===== config.mk =====
export PLATFORM = sky130hd
export DESIGN_NAME = bit_serializer
export DESIGN_NICKNAME = d
export VERILOG_FILES = /design/src/rtl/bit_serializer.sv
export SDC_FILE = /design/constraint.sdc
export NUM_CORES = 1
export LEC_CHECK = 0
export CAP_MARGIN = 15
export CELL_PAD_IN_SITES_DETAIL_PLACEMENT = 1
export CELL_PAD_IN_SITES_GLOBAL_PLACEMENT = 1
export CORE_MARGIN = 5
export CORE_UTILIZATION = 42
export DETAILED_ROUTE_END_ITERATION = 10
export HOLD_SLACK_MARGIN = 0.15
export PLACE_DENSITY = 0.85
export SETUP_SLACK_MARGIN = 0.05
export SKIP_LAST_GASP = 1
export SLEW_MARGIN = 5
export SYNTH_ARGS = -nofsm -noshare
export SYNTH_HDL_FRONTEND = slang
export SYNTH_SLANG_ARGS = --single-unit

===== constraint.sdc =====
create_clock -name clk -period 1.7 [get_ports clk]
set_input_delay 0.255 -clock clk [delete_from_list [all_inputs] [get_ports clk]]
set_output_delay 0.255 -clock clk [all_outputs]
set_load 0.1 [all_outputs]

===== src/rtl/bit_serializer.sv =====
// Parallel-to-serial front end: WIDTH-bit words in over valid/ready, one bit per enabled cycle out.
// Optional SERIALIZER_PARITY_EN appends an even-parity bit after each word.
module bit_serializer #(
    parameter int WIDTH     = 8,
    parameter bit MSB_FIRST = 1'b1
) (
    input  logic             clk,
    input  logic             rst,
    input  logic [WIDTH-1:0] in_data,
    input  logic             in_valid,
    output logic             in_ready,
    input  logic             en,
    output logic             out_bit,
    output logic             out_valid,
    output logic             busy
);

`ifdef SERIALIZER_PARITY_EN
    localparam int NBITS = WIDTH + 1;
`else
    localparam int NBITS = WIDTH;
`endif
    localparam int CW = $clog2(NBITS);
    localparam logic [CW-1:0] CNT_LOAD = CW'(NBITS - 1);

    if (WIDTH < 2) begin : g_bad_width
        $error("bit_serializer: WIDTH must be >= 2");
    end

    typedef enum logic {
        IDLE  = 1'b0,
        SHIFT = 1'b1
    } state_t;

    state_t           state_q, state_d;
    logic [WIDTH-1:0] shreg_q, shreg_d;
    logic [CW-1:0]    cnt_q, cnt_d;
    logic [WIDTH-1:0] hold_q, hold_d;
    logic             hold_full_q, hold_full_d;
    logic             obit_q, obit_d;
    logic             ovalid_q, ovalid_d;
`ifdef SERIALIZER_PARITY_EN
    logic             par_q, par_d;
`endif

    logic             xfer;
    logic             load;
    logic [WIDTH-1:0] load_val;
    logic [WIDTH-1:0] sh_next;
    logic             data_bit;
    logic             emit;

    assign in_ready  = !hold_full_q;
    assign xfer      = in_valid && in_ready;
    assign out_bit   = obit_q;
    assign out_valid = ovalid_q;
    assign busy      = (state_q == SHIFT) || hold_full_q;

    assign data_bit = MSB_FIRST ? shreg_q[WIDTH-1] : shreg_q[0];
    assign sh_next  = MSB_FIRST ? {shreg_q[WIDTH-2:0], 1'b0}
                                : {1'b0, shreg_q[WIDTH-1:1]};

`ifdef SERIALIZER_PARITY_EN
    // Last counted slot of a word carries the parity bit, not data
    assign emit = (cnt_q == '0) ? par_q : data_bit;
`else
    assign emit = data_bit;
`endif

    always_comb begin
        state_d     = state_q;
        shreg_d     = shreg_q;
        cnt_d       = cnt_q;
        hold_d      = hold_q;
        hold_full_d = hold_full_q;
        obit_d      = 1'b0;
        ovalid_d    = 1'b0;
        load        = 1'b0;
        load_val    = in_data;

        unique case (state_q)
            IDLE: begin
                if (xfer) begin
                    load    = 1'b1;
                    state_d = SHIFT;
                end
            end
            SHIFT: begin
                if (en) begin
                    obit_d   = emit;
                    ovalid_d = 1'b1;
                    shreg_d  = sh_next;
                    if (cnt_q != '0) begin
                        cnt_d = cnt_q - CW'(1);
                        if (xfer) begin
                            hold_d      = in_data;
                            hold_full_d = 1'b1;
                        end
                    end else if (hold_full_q) begin
                        load        = 1'b1;
                        load_val    = hold_q;
                        hold_full_d = 1'b0;
                    end else if (xfer) begin
                        load = 1'b1;
                    end else begin
                        state_d = IDLE;
                    end
                end else if (xfer) begin
                    hold_d      = in_data;
                    hold_full_d = 1'b1;
                end
            end
            default: state_d = IDLE;
        endcase

        if (load) begin
            shreg_d = load_val;
            cnt_d   = CNT_LOAD;
        end
    end

`ifdef SERIALIZER_PARITY_EN
    always_comb begin
        par_d = par_q;
        if (load) begin
            par_d = ^load_val;
        end
    end
`endif

    always_ff @(posedge clk or negedge rst) begin
        if (!rst) begin
            state_q     <= IDLE;
            shreg_q     <= '0;
            cnt_q       <= '0;
            hold_q      <= '0;
            hold_full_q <= 1'b0;
            obit_q      <= 1'b0;
            ovalid_q    <= 1'b0;
        end else begin
            state_q     <= state_d;
            shreg_q     <= shreg_d;
            cnt_q       <= cnt_d;
            hold_q      <= hold_d;
            hold_full_q <= hold_full_d;
            obit_q      <= obit_d;
            ovalid_q    <= ovalid_d;
        end
    end

`ifdef SERIALIZER_PARITY_EN
    always_ff @(posedge clk or negedge rst) begin
        if (!rst) begin
            par_q <= 1'b0;
        end else begin
            par_q <= par_d;
        end
    end
`endif

endmodule


=== After elaboration in Yosys (flattened, before gate mapping) ===
Index checks and enable logic that the tools add are counted.

* Latch bits: 0
* Register bits after elaboration: 23
* ROM bits: 0
* Memories kept: 0
* RAM bits: 0
* Output and inout bits: 4

* Magnitude comparators: 0
* Bitwise gates (word level): 1
* Multiply operators: 0
* Add/sub/neg operators: 1
* Equal/unequal tests: 1
* Div/mod/pow operators: 0
* Shifts and indexed selects: 0
* Muxes and demuxes: 29
* Reductions and logical operators: 10

{| class="wikitable"
|+ Operators by type and width
! kind !! count
|-
| 2-to-1 mux 8 bit || 10
|-
| 2-to-1 mux 1 bit || 13
|-
| 2-to-1 mux 3 bit || 4
|-
| nonzero test 2 bit || 3
|-
| one-hot mux 1 bit (2 select lines) || 2
|-
| AND reduction 2 bit || 2
|-
| AND reduction 3 bit || 1
|-
| nonzero test 3 bit || 1
|-
| subtractor 3 x 1 -> 3 bit, second input constant || 1
|-
| != test 2 x 1 -> 1 bit, second input constant || 1
|-
| logical AND 1 bit || 1
|-
| zero test 1 bit || 1
|-
| logical OR 1 bit || 1
|-
| inverter 1 bit || 1
|}

=== Depth between registers and ports, before layout ===
Gate-level depths: netlist of the first run.

* Word-level depth: 9
* Mapped depth: 7
* Mapped depth without buffers: 6

=== Worst setup path after synthesis of the first run ===
Ideal clock, no wire load.

* Path type: register -> register
* From: reg hold_full_q
* To: reg hold_q[0]
* Stages on the path, launching flop included: 6
* Slack: -0.296 ns
* Arrival time: 1.869 ns
* Clock period less this slack: 1.996 ns
* Cell sequence: dfrtp_1 buf_6 inv_1 and4_1 buf_2 mux2_1

* Word-level cells in the longest chain between the ends: 5

{| class="wikitable"
|+ RTL lines
! element !! line !! text
|-
| start, declared || 39 || <nowiki>logic hold_full_q, hold_full_d;</nowiki>
|-
| start signal, assigned || 145 || <nowiki>hold_full_q <= hold_full_d;</nowiki>
|-
| zero test 1 bit * || 53 || <nowiki>assign in_ready = !hold_full_q;</nowiki>
|-
| net in_ready || 11 || <nowiki>output logic in_ready,</nowiki>
|-
| logical AND 1 bit * || 54 || <nowiki>assign xfer = in_valid && in_ready;</nowiki>
|-
| 2-to-1 mux 8 bit * || n/a ||
|-
| 2-to-1 mux 8 bit || n/a ||
|-
| 2-to-1 mux 8 bit * || n/a ||
|-
| end signal, assigned || 144 || <nowiki>hold_q <= hold_d;</nowiki>
|-
| end, declared || 38 || <nowiki>logic [WIDTH-1:0] hold_q, hold_d;</nowiki>
|}

Mark *: on every way through the listed nets, which the timed path passes. The rest lies on a longest branch. The select of a mux whose other input is x is not followed.
A chain may end at the register's enable or synchronous reset.

=== Final worst setup path of the first run ===
* From: reg cnt_q[0]
* To: reg cnt_q[2]

* Word-level cells in the longest chain between the ends: 6
* Elaborated cells on any way between the ends: 13

{| class="wikitable"
|+ RTL lines
! element !! line !! text
|-
| start, declared || 37 || <nowiki>logic [CW-1:0] cnt_q, cnt_d;</nowiki>
|-
| start signal, assigned || 143 || <nowiki>cnt_q <= cnt_d;</nowiki>
|-
| nonzero test 3 bit || 93 || <nowiki>if (cnt_q != '0) begin</nowiki>
|-
| 2-to-1 mux 1 bit || 93 ||
|-
| 2-to-1 mux 1 bit || 89 || <nowiki>if (en) begin</nowiki>
|-
| one-hot mux 1 bit (2 select lines) || 81 || <nowiki>unique case (state_q)</nowiki>
|-
| nonzero test 2 bit (no source line) || n/a ||
|-
| AND reduction 3 bit (no source line) || n/a ||
|}

Several ways; a longest one is shown, not always the timed one. The select of a mux whose other input is x is not followed.

==> qor.yml, run 1 <==
final_layout:
  post_route_cells_drive_above_1_share_pct: 36.6
  diodes: 0
  nFillCells: 290
  stdcell_count: 173
  fin_nets: 157
  final_area_mm2: 0.00167
  syn2layout_area_growth_pct: 37.0
drt:
  wl_per_cell_um: 19.3
  vias_per_cell: 5.95
  drt-pass1-iter-count: 4
  routed-via-count: 1030
  drc: 0
  drtIter0Drc: 18
  drt_wl_total_um: 3340
  drtAntennaViolNets: 0
power:
  internal-power_mw: 1.35
  p_leak_nw: 0.729
  power_frac_comb_pct: 44.7
  power.switching_uw: 804
  peakVddDrop_uv: 812
  power_density_mw_per_mm2: 1290
  seqPwrFrac_pct: 42.6
  power_frac_clock_pct: 12.6
  switching_share_pct: 37.3
global_routing:
  gr-total-overflow: 0
  track_usage_pct: 17.5
  first_global_vias: 1171
  grt_pass1_wl_um: 5640
  antenna_found_initial: 0
  grt_start_max_net_pins: 24
floorplan:
  dieArea_mm2: 0.00409
  dieHeight_um: 64.0
  io_pins: 16
  start_util_pct: 43.9
  die_w_um: 64.0
  placementRows: 19
  core_area_mm2: 0.00278
run:
  max_cap_violations: 0
synthesis:
  synth_adder_area_share_pct: 2.05
  synth.distinct_cells: 30
  synth_top_family_by_area: "compound AO/OA/AOI/OAI gates"
  syn_inst: 110
  synthXorXnorAreaFrac_pct: 0.716
  syn_area_mm2: 0.00122
  synth_warnings: 0
  yosys.area_share.simple_pct: 14.0
  synth_seq_area_share_pct: 47.1
  muxShareOfSynthArea_pct: 8.19
  synth-seq-cells: 23
  syn_nets: 124
  synth_area_per_cell_um2: 11.1
  synth_compound_area_share_pct: 21.0
critical_path:
  endpoint: "cnt_q[2]$_DFFE_PN0P_"
  r2r_start: "cnt_q[0]$_DFFE_PN0P_"
  cp-end-kind: "flip-flop"
  worstPathRequired_ns: 1.93
  worstPathMaxFanout: 4
  rr_worst_depth: 6
  start_kind: "flip-flop"
  timing.rr.end: "cnt_q[2]$_DFFE_PN0P_"
  cp-startpoint: "cnt_q[0]$_DFFE_PN0P_"
  path_class: "reg -> reg"
  cp.arrival_ns: 1.83
  reg2reg_setup_slack_ns: 0.10
placed_design:
  dp.cells: 162
  port_buffers: 15
  post_dp_cell_area_mm2: 0.00156
  place_congestion: 0.808
  dpl.hpwl_um: 2280
status:
  status: "complete, no violations"
hold_path:
  hp-class: "in -> async"
clock_tree:
  cts.clk_slew.worst_paths_ns: 0.13
  cts-root-buf: "clkbuf_4"
  cts.sink_count: 23
  numCtsBuffers: 3
  cts_tree: "built"
  insertion_delay_ns: 0.32
  cts_buffer_depth: 2
  htree_levels: 1
timing:
  fmax_mhz: 625
  final-setup-viol-count: 0
  drv_slew: 0
  period_minus_slack_ns: 1.60
  fin_worst_skew_ns: 0.00307
  hold_violations: 0
  worst_pin_slew_ns: 0.339
  min_period_over_period_pct: 94.1
  grt_setup_unrepaired: "no"
  timing.slew.headroom_pct: 77.4
[cells in the mapped netlist (all sizes together)]
master	instances	area share, %
nor2	3	1.5
o211ai	1	1.0
a221oi	7	5.0
nand4	1	0.51
or2	2	1.0
mux2	8	7.4
xor2	1	0.72
a21oi	5	2.0
and3	1	0.51
and4	1	0.72
o21ai	5	3.0
ha	2	2.0
nand3b	1	0.61
o221ai	7	5.0
buf	5	3.6
mux2i	1	0.82
nor3b	1	1.5
a22oi	1	0.61
inv	11	3.4
a211oi	7	4.3
nand2	12	4.3
dfrtp	23	47
nand2b	2	1.6
nor2b	1	0.51
or4b	1	1.1
[what timing repair did]
item / 4_1_cts / 5_1_grt
pin swaps: 0 / 2
resized for setup: 6 / 2
endpoints found under the setup margin: 19 / 11
endpoints found under the hold margin: 0 / 0
hold buffers: 0 / 0
setup buffers: 5 / 2
[power groups by stage]
stage | Clock, mW | Sequential [mW] | Combinational [mW]
2_1_floorplan | 0 | 0.885 | 0.574
3_3_place_gp | 0 | 0.902 | 0.778
3_5_place_dp | 0 | 0.923 | 0.823
4_1_cts | 0.272 | 0.911 | 0.929
5_1_grt | 0.305 | 0.938 | 1.04
6_report | 0.271 | 0.918 | 0.963
[worst min path at each step]
stage	from	to	slack (ns)	cells after the start
finish	rst	cnt_q[1]$_DFFE_PN0P_	0.26	2
global placement	cnt_q[0]$_DFFE_PN0P_	cnt_q[0]$_DFFE_PN0P_	0.46	1
detailed placement	cnt_q[0]$_DFFE_PN0P_	cnt_q[0]$_DFFE_PN0P_	0.50	1
floorplan	rst	cnt_q[0]$_DFFE_PN0P_	-0.04	0
global route	rst	cnt_q[1]$_DFFE_PN0P_	0.29	2
CTS	rst	out_bit$_DFF_PN0_	0.28	2
[state kept, by name, summed over array words and instances (netlist names)]
register,count
hold_q,8
shreg_q,8
cnt_q,3
hold_full_q,1
out_bit,1
out_valid,1
state_q,1
[critical path, stage by stage, from the launching register on]
cell	delay, ns
dfrtp_1	0.42
inv_2	0.09
ha_4	0.15
or4b_4	0.50
o211ai_2	0.10
xor2_1	0.17
nand2_1	0.07
[kinds of logic (layout without fill, tap and decap cells)]
family / after synthesis / count (layout)
muxes: 9 / 9
and+or+nand+nor: 26 / 26
buffers and inverters: 16 / 48
adders and majority gates: 2 / 2
xor gates and xnor gates: 1 / 1
DFF: 23 / 23
AOI/OAI and AO/OA: 33 / 33
[area by class of cell]
| type | instances | area [um^2] | share of cell area [%] |
|---|---|---|---|
| sequential | 23 | 578 | 34.5 |
| multi-input combinational | 71 | 611 | 36.5 |
| tap | 31 | 38.8 | 2.32 |
| timing repair buffer | 33 | 375 | 22.4 |
| inverter | 11 | 45.0 | 2.69 |
| clock buffer | 4 | 26.3 | 1.57 |
[layer usage]
layer | vias up | track usage (%) | part of all wire [%]
li1 | 473 | - | -
met1 | 532 | 20.7 | 43
met2 | 18 | 31.4 | 53
met3 | 7 | 4.03 | 3.0
met4 | 0 | 4.94 | 1.3
met5 | - | 0 | 0
[placed cells by master, fill, tap and decap left out, drive strengths merged, types with 2 or more instances in the layout]
cell | Yosys | routed
dfrtp | 23 | 23
buf | 5 | 22
nand2 | 12 | 12
clkdlybuf4s50 | 0 | 11
inv | 11 | 10
mux2 | 8 | 8
o221ai | 7 | 7
a211oi | 7 | 7
a221oi | 7 | 7
a21oi | 5 | 5
o21ai | 5 | 5
clkbuf | 0 | 4
nor2 | 3 | 3
or2 | 2 | 2
nand2b | 2 | 2
ha | 2 | 2
[per-stage QoR]
stage | hold WS [ns] | setup TNS [ns] | setup WS [ns] | utilization [%] | power (mW)
after floorplan | -0.0406 | -0.618 | -0.0772 | - | 1.46
after global placement | 0.458 | -2.03 | -0.143 | 56.1 | 1.68
after detailed placement | 0.495 | -2.57 | -0.209 | 56.1 | 1.75
after CTS | 0.276 | 0 | 0.0598 | 59.6 | 2.11
after global routing | 0.293 | 0 | 0.0550 | 60.2 | 2.28
final | 0.258 | 0 | 0.100 | 60.2 | 2.15
No activity file was read; power rests on OpenSTA's default activity.
==> run 2: changes to the inputs <==
--- a/config.mk
+++ b/config.mk
@@ -5,7 +5,7 @@
 export SDC_FILE = /design/constraint.sdc
 export NUM_CORES = 1
 export LEC_CHECK = 0
-export CAP_MARGIN = 15
+export CAP_MARGIN = 0
 export CELL_PAD_IN_SITES_DETAIL_PLACEMENT = 1
 export CELL_PAD_IN_SITES_GLOBAL_PLACEMENT = 1
 export CORE_MARGIN = 5
==> constraint.sdc (replaced) <==
create_clock -name clk -period 1.7 [get_ports clk]
set_input_delay 0.255 -clock clk [delete_from_list [all_inputs] [get_ports clk]]
set_output_delay 0.255 -clock clk [all_outputs]
set_load 0.01 [all_outputs]
==> run 2 against run 1 <==
  * Hold slack improved by 0.0063 ns
  * Global-route usage fell by 0.98 points
  * Clock skew up 0.0078 ns
  * Count of clock-buffer cells in the layout fell by 1
  * Combinational power up 2.3%
  * Critical path type unchanged
  * Clock power is 3% lower
  * Routed wire length increased by 6.4%
  * Register-to-register slack worse by 0.09 ns
  * Sequential power fell by 0.4%
  * Die area unchanged
  * Via count about the same
==> qor.yml, run 2 (same netlist as run 1, synthesis figures left out) <==
floorplan:
  dieArea_mm2: 0.00409  # unchanged
  core_area_mm2: 0.00278  # unchanged
  die_w_um: 64.0  # unchanged
  dieHeight_um: 64.0  # unchanged
  io_pins: 16  # unchanged
  placementRows: 19  # unchanged
  start_util_pct: 43.9  # unchanged
drt:
  drt-pass1-iter-count: 4  # unchanged
  drtIter0Drc: 52  # +34
  drtAntennaViolNets: 0  # unchanged
  routed-via-count: 1029  # -0.097%
  wl_per_cell_um: 20.2  # +4.6%
  drt_wl_total_um: 3550  # +6.4%
  drc: 0  # unchanged
  vias_per_cell: 5.85  # -1.8%
final_layout:
  diodes: 0  # unchanged
  syn2layout_area_growth_pct: 44.1
  final_area_mm2: 0.00176  # +5.2%
  final_cell_mix: "dfrtp_1, buf_4, clkdlybuf4s50_1"
  stdcell_count: 176  # +1.7%
  nFillCells: 280  # -3.4%
  post_route_cells_drive_above_1_share_pct: 43.4  # +6.8 points
  final_util_pct: 63.3  # +3.1 points
  fin_nets: 160  # +1.9%
  reg_top3: "hold_q: 8 flops, shreg_q: 8 flops, cnt_q: 3 flops"
  final_common_cell: "dfrtp_1"
clock_tree:
  htree_levels: 1  # unchanged
  numCtsBuffers: 3  # unchanged
  cts_tree: "built"
  cts.clk_slew.worst_paths_ns: 0.14  # about the same
  cts.sink_count: 23  # unchanged
  cts_buffer_depth: 2  # unchanged
  cts-root-buf: "clkbuf_4"
  insertion_delay_ns: 0.32  # about the same
  ctsHoldBuffers: 0  # unchanged
power:
  p_leak_nw: 0.770  # +5.7%
  peakVddDrop_uv: 875  # +7.7%
  power_density_mw_per_mm2: 1230  # -4.5%
  power_mw: 2.16  # +0.51%
timing:
  period_minus_slack_ns: 1.69  # +0.0876 ns
  timing.slew.headroom_pct: 77.0  # -0.41 points
  grt_setup_unrepaired: "yes"
  fin_ws_ns: 0.0129  # -0.0876 ns
  fin_worst_skew_ns: 0.0109  # +0.00779 ns
  final-setup-viol-count: 0  # unchanged
  worst_pin_slew_ns: 0.344  # +0.00536 ns
  hold_violations: 0  # unchanged
  fmax_mhz: 593  # -5.2%
  drv_slew: 0  # unchanged
  min_period_over_period_pct: 99.2  # +5.2 points
critical_path:
  worstPathMaxFanout: 4  # unchanged
  crit_family: "simple AND/OR/NAND/NOR gates"
  slowest_delay_ns: 0.52  # +0.02 ns
  worstPathRequired_ns: 1.91  # -0.02 ns
  crit_buf_inv: 2  # +1
  cp.arrival_ns: 1.89  # +0.06 ns
  path_class: "reg -> reg"
  cp-end-kind: "flip-flop"
  crit_path_frequent_cell: "buf_6"
  cp_cell_sequence: "buf_6, buf_6, or4b_4, o211ai_2, xor2_1, nand2_1"
  critPathSlowestCell: "or4b_4"
  start_kind: "flip-flop"
  reg2reg_setup_slack_ns: 0.01  # -0.09 ns
placed_design:
  place_congestion: 0.756  # -6.5%
  port_buffers: 15  # unchanged
  dp.cells: 163  # +0.62%
  post_dp_cell_area_mm2: 0.00148  # -5.0%
  dp_slack_ns: -0.302  # -0.0924 ns
  dpl.hpwl_um: 2170  # -4.7%
global_routing:
  grt_start_max_net_pins: 24  # unchanged
  first_global_vias: 1081  # -7.7%
  gr-total-overflow: 0  # unchanged
  track_usage_pct: 16.5  # -0.98 points
  antenna_found_initial: 0  # unchanged
  grt_pass1_wl_um: 5350  # -5.3%
run:
  max_cap_violations: 0  # unchanged
status:
  status: "complete, no violations"
hold_path:
  hp-class: "in -> async"
[run 2: final cells by class]
class | instances | area (um^2) | share of cell area (%)
multi-input cells | 71 | 712 | 40.4
well taps | 31 | 38.8 | 2.20
repair buffers | 36 | 364 | 20.7
clock inverters | 1 | 5.00 | 0.284
inverters | 11 | 41.3 | 2.34
flip-flops and latches | 23 | 578 | 32.8
clock buffers | 3 | 22.5 | 1.28
[run 2: layer usage]
metal	vias to the layer above	share of wire [%]	track usage, %
met3	2	2.6	2.45
met2	15	51	28.1
li1	476	-	-
met4	0	0.65	4.16
met1	536	46	21.9
met5	-	0	0
[run 2: power by group]
group / total [mW] / switching [mW] / internal, mW
Clock: 0.264 / 0.176 / 0.0881
Sequential: 0.914 / 0.179 / 0.735
Combinational: 0.985 / 0.426 / 0.559
Total: 2.16 / 0.781 / 1.38
[run 2: path summary, 6_finish.rpt]
| path | start | endpoint | cells after the start |
|---|---|---|---|
| max | hold_full_q$_DFFE_PN0P_ | cnt_q[2]$_DFFE_PN0P_ | 6 |
| min in group clk | in_data[3] | shreg_q[3]$_DFFE_PN0P_ | 3 |
| min | rst | hold_q[4]$_DFFE_PN0P_ | 2 |
| min reg2reg | hold_q[2]$_DFFE_PN0P_ | hold_q[2]$_DFFE_PN0P_ | 1 |
| max reg2reg | hold_full_q$_DFFE_PN0P_ | cnt_q[2]$_DFFE_PN0P_ | 6 |
| max in group asynchronous | rst | hold_full_q$_DFFE_PN0P_ | 2 |
[run 2: through the flow]
stage | hold slack [ns] | TNS (ns)
3_5_place_dp | 0.480 | -3.10
2_1_floorplan | -0.0406 | 0
4_1_cts | 0.275 | 0
6_report | 0.265 | 0
3_3_place_gp | 0.456 | -1.76
5_1_grt | 0.296 | -0.0283
[run 2: what timing repair did]
| action | 4_1_cts | 5_1_grt |
|---|---|---|
| setup endpoints to repair | 20 | 19 |
| gates cloned | 0 | 1 |
| resized for setup | 15 | 25 |
| pin swaps | 4 | 12 |
| buffers inserted | 5 | 3 |
==> run 3: changes to the inputs <==
==> constraint.sdc (replaced) <==
create_clock -name clk -period 1.9 [get_ports clk]
set_input_delay 0.285 -clock clk [delete_from_list [all_inputs] [get_ports clk]]
set_output_delay 0.285 -clock clk [all_outputs]
set_load 0.01 [all_outputs]
==> run 3 against run 2 <==
  * Count of clock-buffer cells in the layout is 1 higher
  * Non-clock buffer count decreased by 11
  * Highest routed layer unchanged
  * Power is 27% lower
==> qor.yml, run 3 (same netlist as run 1, synthesis figures left out) <==
timing:
  fmax_mhz: 567
  timing.slew.headroom_pct: 74.7  # -2.3 points
  hold_violations: 0  # unchanged
  min_period_over_period_pct: 92.8
  whs_ns: 0.296  # +0.0316 ns
  fin_ws_ns: 0.137  # +0.124 ns
  grt_setup_unrepaired: "no"
  finalSetupTns_ns: 0  # unchanged
  final-setup-viol-count: 0  # unchanged
  fin_worst_skew_ns: 0.00369  # -0.00717 ns
  period_minus_slack_ns: 1.76
  drv_slew: 0  # unchanged
  worst_pin_slew_ns: 0.380  # +0.0358 ns
clock_tree:
  insertion_delay_ns: 0.32  # about the same
  cts_buffer_depth: 2  # unchanged
  numCtsBuffers: 3  # unchanged
  cts_tree: "built"
  cts.sink_count: 23  # unchanged
  ctsHoldBuffers: 0  # unchanged
  cts.clk_slew.worst_paths_ns: 0.13  # about the same
  cts-root-buf: "clkbuf_4"
  htree_levels: 1  # unchanged
floorplan:
  placementRows: 19  # unchanged
  core_area_mm2: 0.00278  # unchanged
  start_util_pct: 43.9  # unchanged
  dieArea_mm2: 0.00409  # unchanged
  dieHeight_um: 64.0  # unchanged
  die_w_um: 64.0  # unchanged
  io_pins: 16  # unchanged
critical_path:
  start_kind: "flip-flop"
  reg2reg_setup_slack_ns: 0.19  # +0.18 ns
  slowest_delay_ns: 0.53  # about the same
  cp-end-kind: "primary output"
  path_class: "reg -> out"
  worstPathRequired_ns: 1.62  # -0.29 ns
  r2r_start: "hold_full_q$_DFFE_PN0P_"
  cp_cell_sequence: "buf_4, inv_1, clkdlybuf4s50_1"
  critPathSlowestCell: "clkdlybuf4s50_1"
  rr_worst_depth: 7  # +1
  crit_buf_inv: 3  # +1
  crit_family: "buffers and inverters"
  worstPathMaxFanout: 2  # -2
  cp.arrival_ns: 1.48  # -0.41 ns
  timing.rr.end: "shreg_q[5]$_DFFE_PN0P_"
placed_design:
  place_congestion: 0.745  # -1.4%
  dp_slack_ns: -0.135  # +0.167 ns
  dpl.hpwl_um: 2170  # -0.24%
  port_buffers: 15  # unchanged
hold_path:
  hp-class: "in -> async"
global_routing:
  gr-total-overflow: 0  # unchanged
  first_global_vias: 1077  # -0.37%
  grt_pass1_wl_um: 5150  # -3.7%
  antenna_found_initial: 0  # unchanged
  grt_start_max_net_pins: 24  # unchanged
  track_usage_pct: 15.7  # -0.87 points
drt:
  drc: 0  # unchanged
  drt-pass1-iter-count: 4  # unchanged
  vias_per_cell: 5.85  # +0.14%
  routed-via-count: 966  # -6.1%
  drtAntennaViolNets: 0  # unchanged
  drtIter0Drc: 21  # -60%
  wl_per_cell_um: 18.0  # -11%
  drt_wl_total_um: 2970  # -16%
final_layout:
  final_util_pct: 53.2  # -10 points
  final_common_cell: "dfrtp_1"
  fin_nets: 149  # -6.9%
  reg_top3: "hold_q: 8 flops, shreg_q: 8 flops, cnt_q: 3 flops"
  final_cell_mix: "dfrtp_1, clkdlybuf4s50_1, inv_1, nand2_1, buf_4"
  nFillCells: 308  # +10%
  syn2layout_area_growth_pct: 21.0
  post_route_cells_drive_above_1_share_pct: 20.9  # -23 points
  layout.area.seq_um2: 578  # unchanged
  diodes: 0  # unchanged
  multiInputGateArea_um2: 567  # -20%
power:
  p_leak_nw: 0.648  # -16%
  power_density_mw_per_mm2: 1060  # -13%
  peakVddDrop_uv: 622  # -29%
run:
  max_cap_violations: 0  # unchanged
status:
  status: "complete, no violations"
run 3: cell types whose count changed in the layout (fill, tap and decap cells not counted), sizes merged:
cell	previous run	this run
clkinv	1	0
clkdlybuf4s50	13	14
dlygate4sd2	1	0
clkdlybuf4s15	1	0
dlymetal6s2s	0	1
buf	20	10
run 3: metal layers:
| layer | track usage (%) | vias up | share of wire [%] |
|---|---|---|---|
| met1 | 19.0 | 485 | 42 |
| met4 | 4.68 | 0 | 1.0 |
| met3 | 3.68 | 4 | 3.4 |
| met5 | 0 | - | 0 |
| met2 | 27.4 | 16 | 53 |
| li1 | - | 461 | - |
run 3: repair_timing:
item,in CTS,in global routing
resized for setup,3,2
hold endpoints to repair,0,0
cloned,0,0
pin swaps,0,0
setup buffers,3,0
setup endpoints to repair,8,9
run 3: cell type report:
type	instances	area share [%]
Clock buffer	4	1.78
Sequential cell	23	39.1
Timing Repair Buffer	25	15.4
Multi-Input combinational cell	71	38.3
Tap cell	31	2.62
Inverter	11	2.79
run 3: report_power, final:
part,switching [mW],internal [mW]
combinational,0.285,0.275
sequential,0.118,0.657
clock,0.155,0.0824
total,0.558,1.01
run 3: per-stage QoR:
stage	total power, mW	instances	area (um^2)
6_report	1.57	165	1480
5_1_grt	1.70	165	1480
4_1_cts	1.59	165	1480
3_5_place_dp	1.32	158	1420
3_3_place_gp	1.27	158	1420
2_1_floorplan	1.14	110	1220
run 3: worst max path at each step:
stage,startpoint,endpoint,slack [ns],cells past startpoint
after floorplan,cnt_q[0]$_DFFE_PN0P_,hold_q[0]$_DFFE_PN0P_,0.37,6
after global placement,in_valid,hold_q[3]$_DFFE_PN0P_,-0.03,3
after detailed placement,en,shreg_q[2]$_DFFE_PN0P_,-0.14,5
after CTS,state_q$_DFF_PN0_,busy,0.06,2
after global routing,cnt_q[0]$_DFFE_PN0P_,cnt_q[2]$_DFFE_PN0P_,0.06,6
final,hold_full_q$_DFFE_PN0P_,in_ready,0.14,3
